--- src/rtl/fwd_hazard_unit_if.sv ---
// Signal bundle between the ID/EX pipeline control (master) and the forwarding/hazard unit (slave).
// dbg_lu_wait/dbg_cnt expose the load-use sequencer state.
interface fwd_hazard_unit_if #(
    parameter int REG_AW  = 5,
    parameter int NUM_SRC = 2
);
    logic [NUM_SRC*REG_AW-1:0] rs_ex;
    logic [NUM_SRC*REG_AW-1:0] rs_id;
    logic [NUM_SRC-1:0]        rs_id_vld;
    logic [REG_AW-1:0]         rd_ex;
    logic                      regwrite_ex;
    logic                      memread_ex;
    logic [REG_AW-1:0]         rd_mem;
    logic                      regwrite_mem;
    logic                      memread_mem;
    logic [REG_AW-1:0]         rd_wb;
    logic                      regwrite_wb;
    logic                      long_issue;
    logic [REG_AW-1:0]         long_rd;
    logic                      long_done;
    logic [REG_AW-1:0]         long_done_rd;
    logic                      flush;
    logic [NUM_SRC*2-1:0]      fwd_sel;
    logic                      stall_id;
    logic                      bubble_ex;
    logic [1:0]                stall_cause;
    logic                      dbg_lu_wait;
    logic [2:0]                dbg_cnt;

    modport master (
        output rs_ex, rs_id, rs_id_vld, rd_ex, regwrite_ex, memread_ex,
               rd_mem, regwrite_mem, memread_mem, rd_wb, regwrite_wb,
               long_issue, long_rd, long_done, long_done_rd, flush,
        input  fwd_sel, stall_id, bubble_ex, stall_cause, dbg_lu_wait, dbg_cnt
    );

    modport slave (
        input  rs_ex, rs_id, rs_id_vld, rd_ex, regwrite_ex, memread_ex,
               rd_mem, regwrite_mem, memread_mem, rd_wb, regwrite_wb,
               long_issue, long_rd, long_done, long_done_rd, flush,
        output fwd_sel, stall_id, bubble_ex, stall_cause, dbg_lu_wait, dbg_cnt
    );
endinterface

--- src/rtl/fwd_hazard_unit.sv ---
// EX operand forwarding (MEM over WB), load-use stall sequencing with extra load latency,
// and a per-register busy scoreboard for long-latency results.
module fwd_hazard_unit #(
    parameter int REG_AW   = 5,
    parameter int NUM_SRC  = 2,
    parameter int LOAD_LAT = 0
) (
    input  logic             clk,
    input  logic             rst_n,
    fwd_hazard_unit_if.slave hz
);
    localparam int         NREG = 2 ** REG_AW;
    localparam logic [2:0] LAT3 = 3'(LOAD_LAT);

    typedef enum logic {IDLE, LU_WAIT} lu_state_e;

    lu_state_e       state_q;
    logic [2:0]      cnt_q;
    logic [NREG-1:0] busy_q;
    logic [NREG-1:0] busy_d;
    logic            luh;
    logic            sbh;
    logic [1:0]      cause;
    logic            stall_any;
    logic            stall_w;
    logic            issue_ok;

    // A load sitting in MEM has no data yet, so it is skipped and the WB match may still apply.
    always_comb begin
        hz.fwd_sel = '0;
        for (int i = 0; i < NUM_SRC; i++) begin
            if (hz.regwrite_mem && (hz.rd_mem != '0) && !hz.memread_mem &&
                (hz.rd_mem == hz.rs_ex[i*REG_AW +: REG_AW]))
                hz.fwd_sel[2*i +: 2] = 2'b10;
            else if (hz.regwrite_wb && (hz.rd_wb != '0) &&
                     (hz.rd_wb == hz.rs_ex[i*REG_AW +: REG_AW]))
                hz.fwd_sel[2*i +: 2] = 2'b01;
        end
    end

    always_comb begin
        luh = 1'b0;
        sbh = 1'b0;
        for (int i = 0; i < NUM_SRC; i++) begin
            if (hz.rs_id_vld[i]) begin
                if (hz.rs_id[i*REG_AW +: REG_AW] == hz.rd_ex) luh = 1'b1;
                if (busy_q[hz.rs_id[i*REG_AW +: REG_AW]])     sbh = 1'b1;
            end
        end
        luh = luh && hz.memread_ex && hz.regwrite_ex && (hz.rd_ex != '0);
    end

    assign cause     = {sbh, luh || (state_q == LU_WAIT)};
    assign stall_any = |cause;
    assign stall_w   = stall_any && !hz.flush;

    assign hz.stall_cause = cause;
    assign hz.bubble_ex   = stall_any;
    assign hz.stall_id    = stall_w;
    assign hz.dbg_lu_wait = (state_q == LU_WAIT);
    assign hz.dbg_cnt     = cnt_q;

    // Issue is applied after completion so a same-cycle reissue of the register stays busy.
    always_comb begin
        busy_d   = busy_q;
        issue_ok = hz.long_issue && (hz.long_rd != '0) && !stall_w;
        if (hz.long_done) busy_d[hz.long_done_rd] = 1'b0;
        if (issue_ok)     busy_d[hz.long_rd]      = 1'b1;
        busy_d[0] = 1'b0;
    end

    always_ff @(posedge clk or negedge rst_n) begin
        if (!rst_n) begin
            state_q <= IDLE;
            cnt_q   <= '0;
            busy_q  <= '0;
        end else begin
            busy_q <= busy_d;
            if (hz.flush) begin
                state_q <= IDLE;
                cnt_q   <= '0;
            end else begin
                case (state_q)
                    IDLE: begin
                        if (luh && (LOAD_LAT > 0)) begin
                            state_q <= LU_WAIT;
                            cnt_q   <= LAT3;
                        end
                    end
                    LU_WAIT: begin
                        if (cnt_q == 3'd1) begin
                            state_q <= IDLE;
                            cnt_q   <= '0;
                        end else begin
                            cnt_q <= cnt_q - 3'd1;
                        end
                    end
                    default: begin
                        state_q <= IDLE;
                        cnt_q   <= '0;
                    end
                endcase
            end
        end
    end
endmodule
--- src/flat_wrapper.sv ---
// flat-port wrapper written by rule: the top's interface ports become plain ports
module fwd_hazard_unit_flat 
#(
    parameter int REG_AW   = 5,
    parameter int NUM_SRC  = 2,
    parameter int LOAD_LAT = 0
)
  (clk, rst_n, hz_rs_ex, hz_rs_id, hz_rs_id_vld, hz_rd_ex, hz_regwrite_ex, hz_memread_ex, hz_rd_mem, hz_regwrite_mem, hz_memread_mem, hz_rd_wb, hz_regwrite_wb, hz_long_issue, hz_long_rd, hz_long_done, hz_long_done_rd, hz_flush, hz_fwd_sel, hz_stall_id, hz_bubble_ex, hz_stall_cause, hz_dbg_lu_wait, hz_dbg_cnt);
  fwd_hazard_unit_if #(.REG_AW(REG_AW), .NUM_SRC(NUM_SRC)) hz_i ();
  input  logic clk;
  input  logic rst_n;
  input wire logic [$bits(hz_i.rs_ex)-1:0] hz_rs_ex;
  input wire logic [$bits(hz_i.rs_id)-1:0] hz_rs_id;
  input wire logic [$bits(hz_i.rs_id_vld)-1:0] hz_rs_id_vld;
  input wire logic [$bits(hz_i.rd_ex)-1:0] hz_rd_ex;
  input wire logic [$bits(hz_i.regwrite_ex)-1:0] hz_regwrite_ex;
  input wire logic [$bits(hz_i.memread_ex)-1:0] hz_memread_ex;
  input wire logic [$bits(hz_i.rd_mem)-1:0] hz_rd_mem;
  input wire logic [$bits(hz_i.regwrite_mem)-1:0] hz_regwrite_mem;
  input wire logic [$bits(hz_i.memread_mem)-1:0] hz_memread_mem;
  input wire logic [$bits(hz_i.rd_wb)-1:0] hz_rd_wb;
  input wire logic [$bits(hz_i.regwrite_wb)-1:0] hz_regwrite_wb;
  input wire logic [$bits(hz_i.long_issue)-1:0] hz_long_issue;
  input wire logic [$bits(hz_i.long_rd)-1:0] hz_long_rd;
  input wire logic [$bits(hz_i.long_done)-1:0] hz_long_done;
  input wire logic [$bits(hz_i.long_done_rd)-1:0] hz_long_done_rd;
  input wire logic [$bits(hz_i.flush)-1:0] hz_flush;
  output wire logic [$bits(hz_i.fwd_sel)-1:0] hz_fwd_sel;
  output wire logic [$bits(hz_i.stall_id)-1:0] hz_stall_id;
  output wire logic [$bits(hz_i.bubble_ex)-1:0] hz_bubble_ex;
  output wire logic [$bits(hz_i.stall_cause)-1:0] hz_stall_cause;
  output wire logic [$bits(hz_i.dbg_lu_wait)-1:0] hz_dbg_lu_wait;
  output wire logic [$bits(hz_i.dbg_cnt)-1:0] hz_dbg_cnt;
  assign hz_i.rs_ex = hz_rs_ex;
  assign hz_i.rs_id = hz_rs_id;
  assign hz_i.rs_id_vld = hz_rs_id_vld;
  assign hz_i.rd_ex = hz_rd_ex;
  assign hz_i.regwrite_ex = hz_regwrite_ex;
  assign hz_i.memread_ex = hz_memread_ex;
  assign hz_i.rd_mem = hz_rd_mem;
  assign hz_i.regwrite_mem = hz_regwrite_mem;
  assign hz_i.memread_mem = hz_memread_mem;
  assign hz_i.rd_wb = hz_rd_wb;
  assign hz_i.regwrite_wb = hz_regwrite_wb;
  assign hz_i.long_issue = hz_long_issue;
  assign hz_i.long_rd = hz_long_rd;
  assign hz_i.long_done = hz_long_done;
  assign hz_i.long_done_rd = hz_long_done_rd;
  assign hz_i.flush = hz_flush;
  assign hz_fwd_sel = hz_i.fwd_sel;
  assign hz_stall_id = hz_i.stall_id;
  assign hz_bubble_ex = hz_i.bubble_ex;
  assign hz_stall_cause = hz_i.stall_cause;
  assign hz_dbg_lu_wait = hz_i.dbg_lu_wait;
  assign hz_dbg_cnt = hz_i.dbg_cnt;
  fwd_hazard_unit #(.REG_AW(REG_AW), .NUM_SRC(NUM_SRC), .LOAD_LAT(LOAD_LAT)) u_core (.clk(clk), .rst_n(rst_n), .hz(hz_i));
endmodule
--- config.mk ---
export PLATFORM = sky130hd
export DESIGN_NAME = fwd_hazard_unit_flat
export DESIGN_NICKNAME = d
export VERILOG_FILES = /design/src/rtl/fwd_hazard_unit_if.sv /design/src/rtl/fwd_hazard_unit.sv /design/src/flat_wrapper.sv
export SDC_FILE = /design/constraint.sdc
export NUM_CORES = 1
export LEC_CHECK = 0
export ABC_AREA = 1
export CORE_MARGIN = 5
export CORE_UTILIZATION = 50
export DETAILED_ROUTE_END_ITERATION = 6
export PLACE_DENSITY = 0.8
export SLEW_MARGIN = 10
export SYNTH_ARGS = -nofsm -noshare
export SYNTH_HDL_FRONTEND = slang
export SYNTH_SLANG_ARGS = --single-unit
--- constraint.sdc ---
create_clock -name clk -period 2.6 [get_ports clk]
set_input_delay 0.26 -clock clk [delete_from_list [all_inputs] [get_ports clk]]
set_output_delay 0.26 -clock clk [all_outputs]
set_load 0.01 [all_outputs]
==> results of run 1 <==
-- layout make-up --
cell class | instances | area (sq um)
Clock inverter | 3 | 43.8
Sequential cell | 35 | 876
Tap cell | 75 | 93.8
Fill cell | 548 | 2050
Timing Repair Buffer | 77 | 766
Clock buffer | 5 | 68.8
Inverter | 58 | 223
Multi-Input combinational cell | 353 | 1760
-- Yosys cell counts, types with 4 or more instances --
cell type | count | area share
buf_4 | 4 | 0.010
buf_6 | 8 | 0.030
dfrtp_1 | 35 | 0.29
inv_1 | 55 | 0.069
nand2_1 | 108 | 0.14
nand3_1 | 104 | 0.17
nand3_2 | 10 | 0.033
nor2_1 | 46 | 0.058
nor3_1 | 6 | 0.010
o21ai_0 | 36 | 0.060
o22ai_1 | 4 | 0.0083
xnor2_1 | 14 | 0.041
xor2_1 | 9 | 0.026
-- through the flow --
stage | worst slack, ns | area [sq um]
after CTS | 0.0332 | 3830
after detailed placement | 0.0545 | 3710
final | 0.159 | 3830
after floorplan | 0.910 | 3000
after global placement | 0.103 | 3710
after global routing | 0.00682 | 3830
-- how the worst min path moves through the flow --
| stage | depth (start not counted) | end | start |
|---|---|---|---|
| 4_1_cts | 2 | u_core.hz.dbg_cnt[2]$_DFFE_PN0P_ | rst_n |
| 6_report | 2 | u_core.hz.dbg_cnt[2]$_DFFE_PN0P_ | rst_n |
| 5_1_grt | 2 | u_core.busy_q[17]$_DFF_PN0_ | rst_n |
| 3_5_place_dp | 2 | u_core.busy_q[15]$_DFF_PN0_ | u_core.busy_q[15]$_DFF_PN0_ |
| 3_3_place_gp | 2 | u_core.busy_q[15]$_DFF_PN0_ | u_core.busy_q[15]$_DFF_PN0_ |
| 2_1_floorplan | 0 | u_core.busy_q[10]$_DFF_PN0_ | rst_n |
-- where the power goes --
part	internal, W	switching, W	total (W)
clock network	0.000285	0.000207	0.000492
registers	0.000662	0.0000720	0.000735
logic	0.000264	0.000360	0.000624
total	0.00121	0.000639	0.00185
-- cell families after synthesis --
| group | after synthesis | share of synthesized area |
|---|---|---|
| XOR/XNOR | 23 | 0.0672 |
| AND/OR/NAND/NOR | 282 | 0.429 |
| buffers and inverters | 74 | 0.119 |
| AO/OA/AOI/OAI | 46 | 0.0843 |
| adder cells (fa/ha/maj) | 2 | 0.00835 |
| flip-flops | 35 | 0.292 |
-- state kept, by name, indices dropped and copies added, names as in the netlist --
register,cells
u_core.hz.dbg_cnt,3
u_core.hz.dbg_lu_wait,1
u_core.busy_q,31
-- per-layer routing --
layer | wire length (um) | global-route usage | up-vias
li1 | - | - | 1641
met1 | 4020 | 0.318 | 1477
met2 | 3910 | 0.379 | 132
met3 | 633 | 0.0454 | 18
met4 | 194 | 0.0795 | 0
met5 | 0 | 0 | -
-- worst max-delay path, delay by kind of cell --
kind / cells / cell delay [ns]
buf+inv: 3 / 1.28
simple gates: 6 / 0.64
==> results.md, run 1 <==
* Commonest non-fill, non-tap cell in the layout: nand2_1
* CP Max Fanout at 8
* Mapped cell area at 3000 sq um
* Slowest CP cell: clkdlybuf4s50_1
* Site Rows at 28
* Hold Crit Class: primary input to async pin
* Initial Util at 0.509
* CTS tree: built
* Slew Limit Headroom at 0.713
* Ys Warns at 0
* WHS at approximately 0.36 ns
* Power density over the cells at around 480 nW/um^2
* Wire per inst at 14.4 um
* Total GRT Usage at 0.236
* Largest net degree at the start of global routing at 36
* Critical path destination: hz_stall_cause[1]
* Final setup vio count at 0
* Status: finished, final reports clean
* Avg Cell Area, Syn at roughly 6.5 sq um
* Final min period at between 2 and 2.5 ns
* Max stage delay on crit path at 0.54 ns
* WP data required at 2.34 ns
* Post-synth top flop: dfrtp_1
* Final Skew at about 0.0057 ns
* ANT nets after route at 0
* Leakage Power at roughly 1.8 nW
* Most frequent cells in the layout: nand2_1 (108), nand3_1 (104), clkdlybuf4s50_1 (66)
* Skew-Pair Late Insertion Delay at 0.30 ns
* Clk slew on worst S/H paths at approximately 0.07 ns
* Final Power at 0.00185 W
* Clk sink count at 35
* Final non-filler cell total at 606
* Via Count at about 3300
* Area grow syn2layout at 27.9%
* Setup crit start: hz_rs_id[1]
* Number of synthesized flops with an enable pin at 0
* Postcts setup bufs at 0
* ANT cells at 0
* #FFs+latches synth at 35
* Share of layout cells above drive strength 1 at 0.0678
* Mapped Nets at 521
* I/O Buffers at 68
* CP Launch Type: primary input
* CP Class: primary input to output port
* Maximum VDD drop at 271 uV
* Crit share post-route at 0.939
* Crit-path cells: clkdlybuf4s50_1 -> inv_1 -> nand3_1 -> nand3_1 -> nand3_1 -> nand3_1 -> nand3_2 -> nand2_1 -> clkdlybuf4s50_1
* Crit path DAT at between 2 and 2.5 ns
* Post-Route Utilization at 0.652
* DR DRC count at 0
* IO Count at 69
* CTS buffer count at 5
* Starting DRT DRC Count at between 200 and 300
* Worst setup EP type: output port
* H-Tree Depth at 2
* Core area at 5890 sq um
* Max Slew Vio Count at 0
* Via/cell ratio at 5.39
* CP dominant cell by count: nand3_1
* Root buffer cell: clkbuf_8
* RSZ-0062 raised after global routing: false
* Global-route wire length before repair at 14.5 mm
* Routability cong. at roughly 0.98
* Setup TNS at 0 ns
* Final hold violation count at 0
* R2R setup slack at 0.74 ns
* Placed wire-length estimate at roughly 6.8 mm
* Nets at 589
* Routed WL at approximately 9 mm
* CTS Hold Bufs at 0
* Worst slew pin tran at 0.431 ns
* Overflow after GRT at 0
* Register area share after synthesis at 0.292
* Async set-reset flop share out of synthesis at 1.00
* CTS Buffer Depth at 2
* R2R cell count at 12
* Max-cap violations at 0
* DP Cell Count at about 600
* Yosys cell types at 29
* RR Endpoint: u_core.busy_q[26]$_DFF_PN0_
* Number of global-route vias before repair at between 3000 and 4000
* Overall die height at 87.4 um
* Fmax at 410 MHz
* Initial antenna violation count at 0
* Die X at 87.4 um
* DR pass1 iterations at 5
* Die footprint at 7640 sq um
* Worst R2R Start: u_core.busy_q[16]$_DFF_PN0_
* Post-CTS Resized at 0
* Syn Inst Count at 462
No activity file was read; power rests on OpenSTA's default activity.
==> inputs of run 2 (changes only) <==
--- a/config.mk
+++ b/config.mk
@@ -8,6 +8,8 @@
 export ABC_AREA = 1
 export CORE_MARGIN = 5
 export CORE_UTILIZATION = 50
+export CTS_BUF_LIST = sky130_fd_sc_hd__clkbuf_16
+export CTS_CLUSTER_SIZE = 8
 export DETAILED_ROUTE_END_ITERATION = 6
 export PLACE_DENSITY = 0.8
 export SLEW_MARGIN = 10
==> run 2 against run 1 <==
  * Flip-flop and latch count is the same
  * Worst setup slack lost 0.0039 ns
  * Routed wire length grew 0.16%
  * Utilization rose by 0.96 points
  * Fmax decreased by 0.16%
  * First-iteration DRC count down 8.0%
  * Critical path type unchanged
  * Largest cell class unchanged
  * Final area rose by 1.5%
  * Clock skew rose by 0.00060 ns
  * Non-clock buffer count did not move
  * Highest routed layer unchanged
  * Largest power group unchanged
  * Clock power up 37%
==> results.md, run 2 (synthesized netlist as in run 1, its figures left out) <==
* Nets at just under 600
* Worst R2R Start: u_core.busy_q[27]$_DFF_PN0_
* Setup TNS at 0 ns
* R2R setup slack at ~0.77 ns
* Status: finished, final reports clean
* Leakage Power at ~1.9 nW
* Filler cell count at between 500 and 600
* Worst slew pin tran at approximately 0.43 ns
* Clk sink count at 35
* Initial Util at 0.509
* DR WL met3 at ~700 um
* Crit-path cells: clkdlybuf4s50_1 -> buf_12 -> inv_6 -> nand2_1 -> nand3_1 -> nand3_1 -> nand3_1 -> nand3_1 -> nand3_1 -> nand2_1 -> clkdlybuf4s50_1
* Site Rows at 28
* Final Power at ~0.0020 W
* Postcts setup bufs at 0
* Wire per inst at roughly 14 um
* Clk slew on worst S/H paths at 0.06 ns
* CP Max Fanout at 19
* Core area at 5890 sq um
* Most flops, register: u_core.busy_q
* Fmax at ~410 MHz
* I/O Buffers at 68
* CP Class: primary input to output port
* Metal-1 WL at 4.00 mm
* Starting DRT DRC Count at 254
* Area grow syn2layout at 29.8%
* Slowest CP cell: clkdlybuf4s50_1
* Root buffer cell: clkbuf_16
* Maximum VDD drop at around 320 uV
* Final Skew at 0.00630 ns
* Via Count at between 3000 and 4000
* Placed Area at ~3700 sq um
* Max stage delay on crit path at roughly 0.54 ns
* Overflow after GRT at 0
* Highest routed layer: met4
* Max-cap violations at 0
* Skew-Pair Late Insertion Delay at roughly 0.28 ns
* Most frequent cells in the layout: nand2_1 (108), nand3_1 (104), clkdlybuf4s50_1 (66)
* RR Endpoint: u_core.busy_q[26]$_DFF_PN0_
* CP dominant cell by count: nand3_1
* Final setup vio count at 0
* Die footprint at ~7600 sq um
* Commonest non-fill, non-tap cell in the layout: nand2_1
* Crit share post-route at 0.940
* WP data required at ~2.3 ns
* ANT cells at 0
* Hold Crit Class: primary input to async pin
* CTS Hold Bufs at 0
* Crit path DAT at between 2 and 2.5 ns
* ANT nets after route at 0
* Global-route wire length before repair at roughly 15 mm
* Power density over the cells at roughly 520 nW/um^2
* CTS tree: built
* Number of global-route vias before repair at around 3100
* Overall die height at between 80 and 90 um
* DR DRC count at 0
* CP Launch Type: primary input
* Max reg flops at 31
* Fin area at about 3900 sq um
* R2R cell count at 12
* CTS buffer count at 5
* Post-Route Utilization at 0.661
* Share of layout cells above drive strength 1 at 0.0678
* Routed WL at 8.77 mm
* Slew Limit Headroom at 0.715
* Initial antenna violation count at 0
* Via/cell ratio at 5.39
* Crit-path leading delay family: buffers and inverters
* H-Tree Depth at 2
* Total GRT Usage at 0.236
* Largest net degree at the start of global routing at 36
* Setup crit start: hz_rs_id[5]
* Metal2 WL at 3.88 mm
* CP bufs+invs at 4
* Max Slew Vio Count at 0
* Final min period at around 2.4 ns
* Final hold violation count at 0
* Routability cong. at between 0.9 and 1
* Placed wire-length estimate at between 6 and 7 mm
* Die X at ~90 um
* IO Count at between 60 and 70
* Worst setup EP type: output port
* DR pass1 iterations at 5
* CTS Buffer Depth at 2
* RSZ-0062 raised after global routing: false
## run 2: report_power, final
part,internal (W),switching [W]
Sequential,0.000664,0.0000723
Clock,0.000451,0.000222
Combinational,0.000263,0.000361
## run 2: worst max path at each step
stage / slack [ns] / endpoint / depth (start not counted)
floorplan: 0.91 / hz_stall_id / 13
global placement: 0.10 / hz_stall_id / 14
detailed placement: 0.05 / hz_stall_id / 14
CTS: 0.03 / hz_stall_id / 13
global route: 0.007 / hz_stall_cause[1] / 12
finish: 0.15 / hz_stall_cause[1] / 11
## run 2: cell type report
cell class              instances  area [sq um]  share of cell area
inverters                      58           223              0.0572
repair buffers                 77           766               0.197
multi-input cells             353          1760               0.453
well taps                      75          93.8              0.0241
clock buffers                   5           125              0.0322
flip-flops and latches         35           876               0.225
clock inverters                 3          43.8              0.0113
## run 2: layer usage
metal / up-vias / global-route usage
met5: - / 0
met4: 0 / 0.0669
met3: 19 / 0.0407
met2: 137 / 0.383
met1: 1467 / 0.322
li1: 1646 / -
## run 2: timing repair
action                                  in CTS  in global routing
gates resized for setup                      0                  3
endpoints found under the hold margin        0                  0
endpoints found under the setup margin       0                  3
## run 2: stage by stage
stage	setup slack [ns]	hold WS (ns)	cells
floorplan	0.910	-0.0356	462
global placement	0.103	0.492	598
detailed placement	0.0545	0.494	598
CTS	0.0328	0.405	606
global route	0.00686	0.430	606
finish	0.155	0.378	606
==> inputs of run 3 (changes only) <==
--- a/config.mk
+++ b/config.mk
@@ -6,7 +6,7 @@
 export NUM_CORES = 1
 export LEC_CHECK = 0
 export ABC_AREA = 1
-export CORE_MARGIN = 5
+export CORE_MARGIN = 2
 export CORE_UTILIZATION = 50
 export CTS_BUF_LIST = sky130_fd_sc_hd__clkbuf_16
 export CTS_CLUSTER_SIZE = 8
==> run 3 against run 2 <==
  * Combinational power increased by 1%
  * Clock power increased by 0.9%
  * Clock skew increased by 0.00064 ns
  * Final area increased by 0.13%
  * Routed wire length increased by 3.3%
  * Flip-flop and latch count unchanged
  * Die area decreased by 13%
  * Non-clock buffer count increased by 1
  * Via count increased by 3.2%
  * Final cell count increased by 0.17%
  * Sequential power increased by 1%
  * Utilization increased by 0.48 points
==> results.md, run 3 (synthesized netlist as in run 1, its figures left out) <==
* Die X at between 80 and 90 um
* R2R cell count at 12
* ANT nets after route at 0
* Status: finished, final reports clean
* Global-route wire length before repair at ~15 mm
* Final non-filler cell total at about 600
* CTS Buffer Depth at 2
* Most flops, register: u_core.busy_q
* H-Tree Depth at 2
* Worst slew pin tran at about 0.47 ns
* Final setup vio count at 0
* Final min period at around 2.4 ns
* Max-cap violations at 0
* Crit-path cells: clkdlybuf4s50_1 -> buf_12 -> inv_4 -> nand2_1 -> nand3_1 -> nand3_1 -> nand3_1 -> nand3_1 -> nand3_1 -> nand2_1 -> clkdlybuf4s50_1
* Setup TNS at 0 ns
* I/O Buffers at 68
* Setup crit start: hz_rs_id[5]
* Wire per inst at approximately 15 um
* Site Rows at 28
* DR pass1 iterations at 5
* Slowest CP cell: clkdlybuf4s50_1
* Via Count at roughly 3400
* Max stage delay on crit path at about 0.54 ns
* CTS buffer count at 5
* Hold Crit Class: primary input to async pin
* Initial Util at 0.512
* Final hold violation count at 0
* CP bufs+invs at 4
* CP Max Fanout at 19
* RSZ-0062 raised after global routing: false
* R2R setup slack at roughly 0.73 ns
* Share of layout cells above drive strength 1 at 0.0695
* Root buffer cell: clkbuf_16
* Die footprint at 6630 sq um
* Final Power at ~0.002 W
* Routability cong. at roughly 0.97
* Clk sink count at 35
* Filler cell count at roughly 520
* Maximum VDD drop at between 300 and 400 uV
* Leakage Power at about 1.9 nW
* Total GRT Usage at 0.289
* Clk slew on worst S/H paths at ~0.06 ns
* Crit-path leading delay family: buffers and inverters
* Overflow after GRT at 0
* Initial antenna violation count at 0
* CP dominant cell by count: nand3_1
* CTS tree: built
* Placed wire-length estimate at 6.81 mm
* Fmax at approximately 400 MHz
* Critical path depth at 11
* Nets at around 600
* Number of global-route vias before repair at approximately 3200
* IO Count at 69
* Max Slew Vio Count at 0
* ANT cells at 0
* Final Skew at 0.00694 ns
* Overall die height at just over 80 um
* Critical path destination: hz_stall_cause[1]
* Slew Limit Headroom at 0.681
* DR DRC count at 0
* Core area at 5850 sq um
* Routed WL at roughly 9.1 mm
* Crit path DAT at ~2.2 ns
* CP Launch Type: primary input
* Crit share post-route at 0.938
* Area grow syn2layout at 30.0%
* Worst R2R Start: u_core.busy_q[10]$_DFF_PN0_
* Worst setup EP type: output port
* Post-Route Utilization at 0.666
* Power density over the cells at roughly 530 nW/um^2
* Starting DRT DRC Count at 283
* CP Class: primary input to output port
* Most frequent cells in the layout: nand2_1 (108), nand3_1 (104), clkdlybuf4s50_1 (66)
* Largest net degree at the start of global routing at 36
* WP data required at 2.34 ns
* Via/cell ratio at roughly 5.6
* Commonest non-fill, non-tap cell in the layout: nand2_1
* Skew-Pair Late Insertion Delay at between 0.2 and 0.3 ns
* Postcts setup bufs at 0
* DP Cell Count at 599
* RR Endpoint: u_core.busy_q[12]$_DFF_PN0_
* Max reg flops at 31
-- run 3: timing repair --
item	CTS	global route
gates resized for setup	0	2
hold buffers	0	0
setup endpoints to repair	0	2
hold endpoints to repair	0	0
-- run 3: routing by layer --
| metal | global-route usage | wire, um | vias up |
|---|---|---|---|
| met5 | 0 | 0 | - |
| met3 | 0.0396 | 763 | 28 |
| met4 | 0.0983 | 229 | 0 |
| met1 | 0.380 | 3910 | 1547 |
| met2 | 0.489 | 4160 | 161 |
| li1 | - | - | 1639 |
-- run 3: final cells by class --
cell class / instances / area [sq um] / share of cell area
clock inverter: 3 / 43.8 / 0.0112
clock buffer: 5 / 125 / 0.0321
inverter: 58 / 220 / 0.0565
multi-input combinational: 353 / 1760 / 0.453
tap: 75 / 93.8 / 0.0241
sequential: 35 / 876 / 0.225
timing repair buffer: 78 / 773 / 0.198
-- run 3: worst min-delay path by stage --
stage / from / to / slack (ns) / cells after the start
floorplan: rst_n / u_core.busy_q[10]$_DFF_PN0_ / -0.04 / 0
global placement: u_core.busy_q[16]$_DFF_PN0_ / u_core.busy_q[16]$_DFF_PN0_ / 0.49 / 2
detailed placement: u_core.busy_q[16]$_DFF_PN0_ / u_core.busy_q[16]$_DFF_PN0_ / 0.49 / 2
CTS: rst_n / u_core.busy_q[2]$_DFF_PN0_ / 0.42 / 2
global route: rst_n / u_core.hz.dbg_cnt[2]$_DFFE_PN0P_ / 0.45 / 2
finish: rst_n / u_core.busy_q[2]$_DFF_PN0_ / 0.40 / 2
-- run 3: through the flow --
step,setup WS [ns],hold slack [ns],cell area (sq um)
4_1_cts,0.0424,0.417,3890
2_1_floorplan,0.910,-0.0356,3000
5_1_grt,0.0126,0.454,3900
6_report,0.161,0.403,3900
3_3_place_gp,0.0961,0.489,3720
3_5_place_dp,0.0568,0.495,3720
-- run 3: power by group --
group | total (W) | switching [W] | internal (W) | leakage [nW]
logic | 0.000633 | 0.000369 | 0.000264 | 1.34
registers | 0.000746 | 0.0000816 | 0.000664 | 0.444
clock network | 0.000679 | 0.000228 | 0.000451 | 0.0838
total | 0.00206 | 0.000678 | 0.00138 | 1.87
-- run 3: worst register-to-register path, cell delays in order (launching register included) --
cell     delay, ns
dfrtp_1       0.38
inv_1         0.09
nand2_1       0.07
nand3_1       0.09
nand3_1       0.11
nand3_1       0.10
nand3_1       0.08
nand3_2       0.10
nand3_2       0.09
nand2_4       0.09
buf_4         0.33
nand3_1       0.18
nand2_1       0.10
